**src/rtl/tick_timer_bank_if.sv**
```systemverilog
// Bus bundle for tick_timer_bank.
// Control side: en (global run enable), load/stop (per-channel strobes), periodic (mode per
// channel, sampled on load), period (shared period bus in ms).
// Status side: ms_tick (1 ms strobe), tick (per-channel expiry pulse), sq (per-channel square
// wave), active (channel running), done (one-shot expired, sticky).
// master drives the control side; slave is the timer bank.
interface tick_timer_bank_if #(
  parameter int unsigned NUM_CH = 4,
  parameter int unsigned CNT_W  = 16
);
  logic              en;
  logic [NUM_CH-1:0] load;
  logic [NUM_CH-1:0] periodic;
  logic [CNT_W-1:0]  period;
  logic [NUM_CH-1:0] stop;
  logic              ms_tick;
  logic [NUM_CH-1:0] tick;
  logic [NUM_CH-1:0] sq;
  logic [NUM_CH-1:0] active;
  logic [NUM_CH-1:0] done;

  modport master (
    output en, load, periodic, period, stop,
    input  ms_tick, tick, sq, active, done
  );

  modport slave (
    input  en, load, periodic, period, stop,
    output ms_tick, tick, sq, active, done
  );
endinterface

```
**src/rtl/tick_timer_bank.sv**
```systemverilog
// Multi-channel millisecond timer bank.
// A shared prescaler divides clk into a one-cycle 1 ms strobe (ms_tick). Each channel counts a
// loaded number of strobes and emits a one-cycle tick, either periodically (auto-reload) or
// once (one-shot, then sticky done).
// Ports: clk, rst (async, active-high), bus (tick_timer_bank_if slave: en, load, periodic,
// period, stop in; ms_tick, tick, sq, active, done out). All outputs are registered.
module tick_timer_bank #(
  parameter int unsigned PRESCALE = 50000,
  parameter int unsigned NUM_CH   = 4,
  parameter int unsigned CNT_W    = 16
) (
  input logic              clk,
  input logic              rst,
  tick_timer_bank_if.slave bus
);

  localparam int unsigned PcntW = $clog2(PRESCALE);
  localparam logic [PcntW-1:0] PcntMax = PcntW'(PRESCALE - 1);

  typedef enum logic [1:0] {StIdle, StRun, StDone} ch_state_e;

  logic [PcntW-1:0]              pcnt_q, pcnt_d;
  logic                          ms_tick_q, ms_tick_d;
  ch_state_e [NUM_CH-1:0]        state_q, state_d;
  logic [NUM_CH-1:0][CNT_W-1:0]  cnt_q, cnt_d;
  logic [NUM_CH-1:0][CNT_W-1:0]  rld_q, rld_d;
  logic [NUM_CH-1:0]             mode_q, mode_d;
  logic [NUM_CH-1:0]             tick_q, tick_d;
  logic [NUM_CH-1:0]             sq_q, sq_d;
  logic [NUM_CH-1:0]             active_q, active_d;
  logic [NUM_CH-1:0]             done_q, done_d;

  // Prescaler: holds (and suppresses the strobe) while en is low.
  always_comb begin
    pcnt_d    = pcnt_q;
    ms_tick_d = 1'b0;
    if (bus.en) begin
      if (pcnt_q == PcntMax) begin
        pcnt_d    = '0;
        ms_tick_d = 1'b1;
      end else begin
        pcnt_d = pcnt_q + PcntW'(1);
      end
    end
  end

  // Channels: load > stop > strobe-driven countdown.
  always_comb begin
    state_d  = state_q;
    cnt_d    = cnt_q;
    rld_d    = rld_q;
    mode_d   = mode_q;
    done_d   = done_q;
    sq_d     = sq_q;
    tick_d   = '0;
    active_d = '0;
    for (int i = 0; i < NUM_CH; i++) begin
      if (bus.load[i]) begin
        done_d[i] = 1'b0;
        if (bus.period != '0) begin
          cnt_d[i]   = bus.period - CNT_W'(1);
          rld_d[i]   = bus.period - CNT_W'(1);
          mode_d[i]  = bus.periodic[i];
          state_d[i] = StRun;
        end else begin
          cnt_d[i]   = '0;
          state_d[i] = StIdle;
        end
      end else if (bus.stop[i]) begin
        state_d[i] = StIdle;
        done_d[i]  = 1'b0;
        cnt_d[i]   = '0;
      end else if (state_q[i] == StRun && ms_tick_q) begin
        if (cnt_q[i] != '0) begin
          cnt_d[i] = cnt_q[i] - CNT_W'(1);
        end else begin
          tick_d[i] = 1'b1;
          sq_d[i]   = ~sq_q[i];
          if (mode_q[i]) begin
            cnt_d[i] = rld_q[i];
          end else begin
            state_d[i] = StDone;
            done_d[i]  = 1'b1;
          end
        end
      end
      active_d[i] = (state_d[i] == StRun);
    end
  end

  always_ff @(posedge clk or posedge rst) begin
    if (rst) begin
      pcnt_q    <= '0;
      ms_tick_q <= 1'b0;
      for (int i = 0; i < NUM_CH; i++) begin
        state_q[i] <= StIdle;
      end
      cnt_q     <= '0;
      rld_q     <= '0;
      mode_q    <= '0;
      tick_q    <= '0;
      sq_q      <= '0;
      active_q  <= '0;
      done_q    <= '0;
    end else begin
      pcnt_q    <= pcnt_d;
      ms_tick_q <= ms_tick_d;
      state_q   <= state_d;
      cnt_q     <= cnt_d;
      rld_q     <= rld_d;
      mode_q    <= mode_d;
      tick_q    <= tick_d;
      sq_q      <= sq_d;
      active_q  <= active_d;
      done_q    <= done_d;
    end
  end

  assign bus.ms_tick = ms_tick_q;
  assign bus.tick    = tick_q;
  assign bus.sq      = sq_q;
  assign bus.active  = active_q;
  assign bus.done    = done_q;

endmodule

```
**src/flat_wrapper.sv**
```systemverilog
// flat-port wrapper written by rule: the top's interface ports become plain ports
module tick_timer_bank_flat 
#(
  parameter int unsigned PRESCALE = 50000,
  parameter int unsigned NUM_CH   = 4,
  parameter int unsigned CNT_W    = 16
)
  (clk, rst, bus_en, bus_load, bus_periodic, bus_period, bus_stop, bus_ms_tick, bus_tick, bus_sq, bus_active, bus_done);
  tick_timer_bank_if #(.NUM_CH(NUM_CH), .CNT_W(CNT_W)) bus_i ();
  input logic clk;
  input logic rst;
  input wire logic [$bits(bus_i.en)-1:0] bus_en;
  input wire logic [$bits(bus_i.load)-1:0] bus_load;
  input wire logic [$bits(bus_i.periodic)-1:0] bus_periodic;
  input wire logic [$bits(bus_i.period)-1:0] bus_period;
  input wire logic [$bits(bus_i.stop)-1:0] bus_stop;
  output wire logic [$bits(bus_i.ms_tick)-1:0] bus_ms_tick;
  output wire logic [$bits(bus_i.tick)-1:0] bus_tick;
  output wire logic [$bits(bus_i.sq)-1:0] bus_sq;
  output wire logic [$bits(bus_i.active)-1:0] bus_active;
  output wire logic [$bits(bus_i.done)-1:0] bus_done;
  assign bus_i.en = bus_en;
  assign bus_i.load = bus_load;
  assign bus_i.periodic = bus_periodic;
  assign bus_i.period = bus_period;
  assign bus_i.stop = bus_stop;
  assign bus_ms_tick = bus_i.ms_tick;
  assign bus_tick = bus_i.tick;
  assign bus_sq = bus_i.sq;
  assign bus_active = bus_i.active;
  assign bus_done = bus_i.done;
  tick_timer_bank #(.PRESCALE(PRESCALE), .NUM_CH(NUM_CH), .CNT_W(CNT_W)) u_core (.clk(clk), .rst(rst), .bus(bus_i));
endmodule
```
**config.mk**
```make
export PLATFORM = sky130hd
export DESIGN_NAME = tick_timer_bank_flat
export DESIGN_NICKNAME = d
export VERILOG_FILES = /design/src/rtl/tick_timer_bank_if.sv /design/src/rtl/tick_timer_bank.sv /design/src/flat_wrapper.sv
export SDC_FILE = /design/constraint.sdc
export NUM_CORES = 1
export LEC_CHECK = 0
export CORE_MARGIN = 2
export CORE_UTILIZATION = 50
export CTS_CLUSTER_SIZE = 8
export DETAILED_ROUTE_END_ITERATION = 8
export GPL_TIMING_DRIVEN = 0
export PLACE_DENSITY = 0.68
export SKIP_LAST_GASP = 1
export SLEW_MARGIN = 20
export SYNTH_ARGS = -nofsm -noshare
export SYNTH_HDL_FRONTEND = slang
export SYNTH_SLANG_ARGS = --single-unit
```
**constraint.sdc**
```tcl
create_clock -name clk -period 21.4 [get_ports clk]
set_input_delay 6.42 -clock clk [delete_from_list [all_inputs] [get_ports clk]]
set_output_delay 6.42 -clock clk [all_outputs]
set_load 0.005 [all_outputs]
```
==> flow_metrics.env <==
export IMPL_p_leak_nw=4.47
export IMPL_io_pins=48
export IMPL_syn_avg_cell_area_um2=9.68
export IMPL_grt_max_degree=98
export IMPL_fin_total_pwr_uw=866
export IMPL_worst_skew_pair_late_latency_ps=440
export IMPL_cts_resized=0
export IMPL_synthToLayoutAreaGrowth_pct=15.3
export IMPL_cp_max_fo=10
export IMPL_routed_via_count=7710
export IMPL_final_antenna_net_count=0
export IMPL_grt_pass1_wl_um=40000
export IMPL_drc=0
export IMPL_ys_warnings_count=0
export IMPL_port_buffers=47
export IMPL_maxCapViolCount=0
export IMPL_synthCells=954
export IMPL_numCtsBuffers=17
export IMPL_antenna_found_initial=0
export IMPL_grt_ovfl_total=0
export IMPL_cts_setup_buffers=0
export IMPL_synth_xor_area_share_pct=7.58
export IMPL_cts_max_level=4
export IMPL_worstSetupEndpointType="flip-flop"
export IMPL_synth_compound_area_share_pct=17.4
export IMPL_power_density_nw_per_um2=81.2
export IMPL_slowest_stage="nor3b_1"
export IMPL_post_route_period_util_pct=44.7
export IMPL_layout_common_cells="dfrtp_1 (173), nor2_1 (96), nand2_1 (92), o21ai_0 (59), xor2_1 (57)"
export IMPL_dp_hpwl_um=16400
export IMPL_regArea_um2=4330
export IMPL_wl_per_cell_um=19.6
export IMPL_die_h_um=140
export IMPL_fin_area_um2=10700
export IMPL_ys_seq_area_share_pct=46.9
export IMPL_crit_path_max_incr_delay_ps=770
export IMPL_tns_ps=0
export IMPL_clkSinkCount=173
export IMPL_first_iter_violations=753
export IMPL_start_util_pct=51.2
export IMPL_reg2reg_slack_ps=18560
export IMPL_fmax_mhz=105
export IMPL_grt_pass1_vias=7389
export IMPL_rsz0062_at_grt="false"
export IMPL_wl_um=24700
export IMPL_crit_type="input port to flip-flop"
export IMPL_startpoint_type="input port"
export IMPL_dieArea_um2=19600
export IMPL_syn_nets=996
export IMPL_num_rows=49
export IMPL_ys_flop_type="dfrtp_1"
export IMPL_critPathArrivalTime_ps=9890
export IMPL_fin_crit_ps=9570
export IMPL_root_buffer="clkbuf_16"
export IMPL_outcome="finished, final reports clean"
export IMPL_setup_viol=0
export IMPL_hold_viol=0
export IMPL_antenna_cells=0
export IMPL_hp_class="flip-flop to flip-flop"
export IMPL_nNetsFinal=1063
export IMPL_fp_coreArea_um2=18000
export IMPL_async_flop_share_pct=100
export IMPL_nFillCells=1590
export IMPL_gp_congestion=0.866
export IMPL_cp_num_buf_inv=3
export IMPL_synth_top_family_by_area="simple AND/OR/NAND/NOR gates"
export IMPL_multi_input_area_um2=4660
export IMPL_drive_gt1_share_pct=8.03
export IMPL_syn_area_um2=9240
export IMPL_holdBufCountCts=0
export IMPL_clkSlewWorstSetupHoldPaths_ps=70
export IMPL_vias_per_cell=6.11
export IMPL_slew_viol_final=0
export IMPL_yosysUniqueCellTypes=66
export IMPL_placed_area_um2=10000
export IMPL_cts_tree="done"
export IMPL_relSlewSlack_pct=24.9
export IMPL_critPathRequiredTime_ps=21720
export IMPL_clock_skew_ps=9.20
export IMPL_synth_edf_count=0
export IMPL_die_width_um=140
export IMPL_synth_simple_gate_area_share_pct=20.9
export IMPL_cpLargestDelayFamily="simple AND/OR/NAND/NOR gates"
export IMPL_synth_mux_area_share_pct=3.05
export IMPL_dr_pass1_iters=5
export IMPL_grt_usage_pct=25.9
export IMPL_ir_drop_mv=0.0753
export IMPL_worst_slew_pin_slew_ps=1120
export IMPL_synth_adder_area_share_pct=1.49
export IMPL_layout_commonest_cell="dfrtp_1"
export IMPL_cp_cell_sequence="clkdlybuf4s50_1 -> clkbuf_1 -> inv_1 -> ha_1 -> nor3b_1 -> nand4_1 -> xor2_1 -> nor2_1 -> o32a_1"
export IMPL_clockBufferDepth=2
export IMPL_synth_seq_cells=173
[worst reg2reg max path: stages, from the launching register on]
cell and delay [ps]:
dfrtp_1 430, nor4_1 820, nand2_1 240, buf_1 310
clkbuf_1 300, nor3_2 210, a31oi_1 60, a221o_1 350
[cells by family (layout without fill, tap and decap cells)]
family	count (synthesis)	after routing
compound gates	229	229
xor+xnor	80	80
fa+ha+maj	11	11
buf+inv	62	141
flops	173	173
mux	26	26
simple gates	373	373
[power breakdown]
group          leakage (nW)  switching (mW)  internal [mW]
combinational          2.03          0.0768         0.0615
sequential             2.15          0.0355          0.361
clock                 0.293           0.134          0.196
total                  4.47           0.246          0.619
[sequential cells by signal (all words and copies together), names as in the netlist]
signal and flops:
u_core.bus.done 4, u_core.state_q 8, u_core.cnt_q 64, u_core.pcnt_q 16, u_core.bus.tick 4, u_core.rld_q 64, u_core.bus.sq 4, u_core.bus.ms_tick 1
u_core.bus.active 4, u_core.mode_q 4
[cell usage after synthesis (15+ instances only)]
master,instances,area share [%]
nand2_1,92,3.7
a221o_1,17,1.8
o21ai_0,59,3.2
mux2_2,17,2.1
xor2_1,58,5.5
a21oi_1,22,1.2
nor2_1,96,3.9
nor3_1,41,2.2
o22a_1,15,1.4
nand4_1,21,1.4
clkbuf_1,38,1.5
o22ai_1,16,1.1
nand3_1,22,1.2
nor4_1,15,1.0
dfrtp_1,173,47
a21o_1,22,1.8
xnor2_1,22,2.1
[stage by stage]
| step | utilization, % | std cells | hold slack [ps] | setup WS, ps |
|---|---|---|---|---|
| 2_1_floorplan | - | 954 | 441 | 10290 |
| 3_3_place_gp | 55.4 | 1230 | 454 | 7920 |
| 4_1_cts | 59.1 | 1262 | 472 | 11840 |
| 5_1_grt | 59.1 | 1262 | 481 | 11710 |
| 6_report | 59.1 | 1262 | 467 | 11830 |
| 3_5_place_dp | 55.6 | 1231 | 459 | 11390 |
[routing by layer]
layer | vias to the layer above | share of wire, % | wire length [µm] | GRT usage [%]
li1 | 3630 | - | - | -
met1 | 3793 | 46 | 11300 | 35.8
met2 | 239 | 47 | 11500 | 40.8
met3 | 48 | 4.8 | 1180 | 4.58
met4 | 0 | 2.8 | 697 | 10.5
met5 | - | 0 | 0 | 0
[area by class of cell]
cell class	instances	share of cell area, %
plain buffers	49	1.94
clock buffers	23	4.58
clock inverters	8	1.22
inverters	13	0.528
multi-input cells	719	43.7
flip-flops and latches	173	40.6
well taps	229	2.69
repair buffers	48	4.67
[final timing paths]
path	startpoint	end	depth (start not counted)
min reg2reg	u_core.bus.sq[1]	u_core.bus.sq[1]	1
max	bus_period[0]	u_core.cnt_q[46]	9
min in group asynchronous	rst	u_core.bus.sq[2]	2
max reg2reg	u_core.cnt_q[54]	u_core.cnt_q[61]	7
max in group asynchronous	rst	u_core.bus.done[3]	3
min	u_core.bus.sq[1]	u_core.bus.sq[1]	1
(Power assumes the default switching activity.)
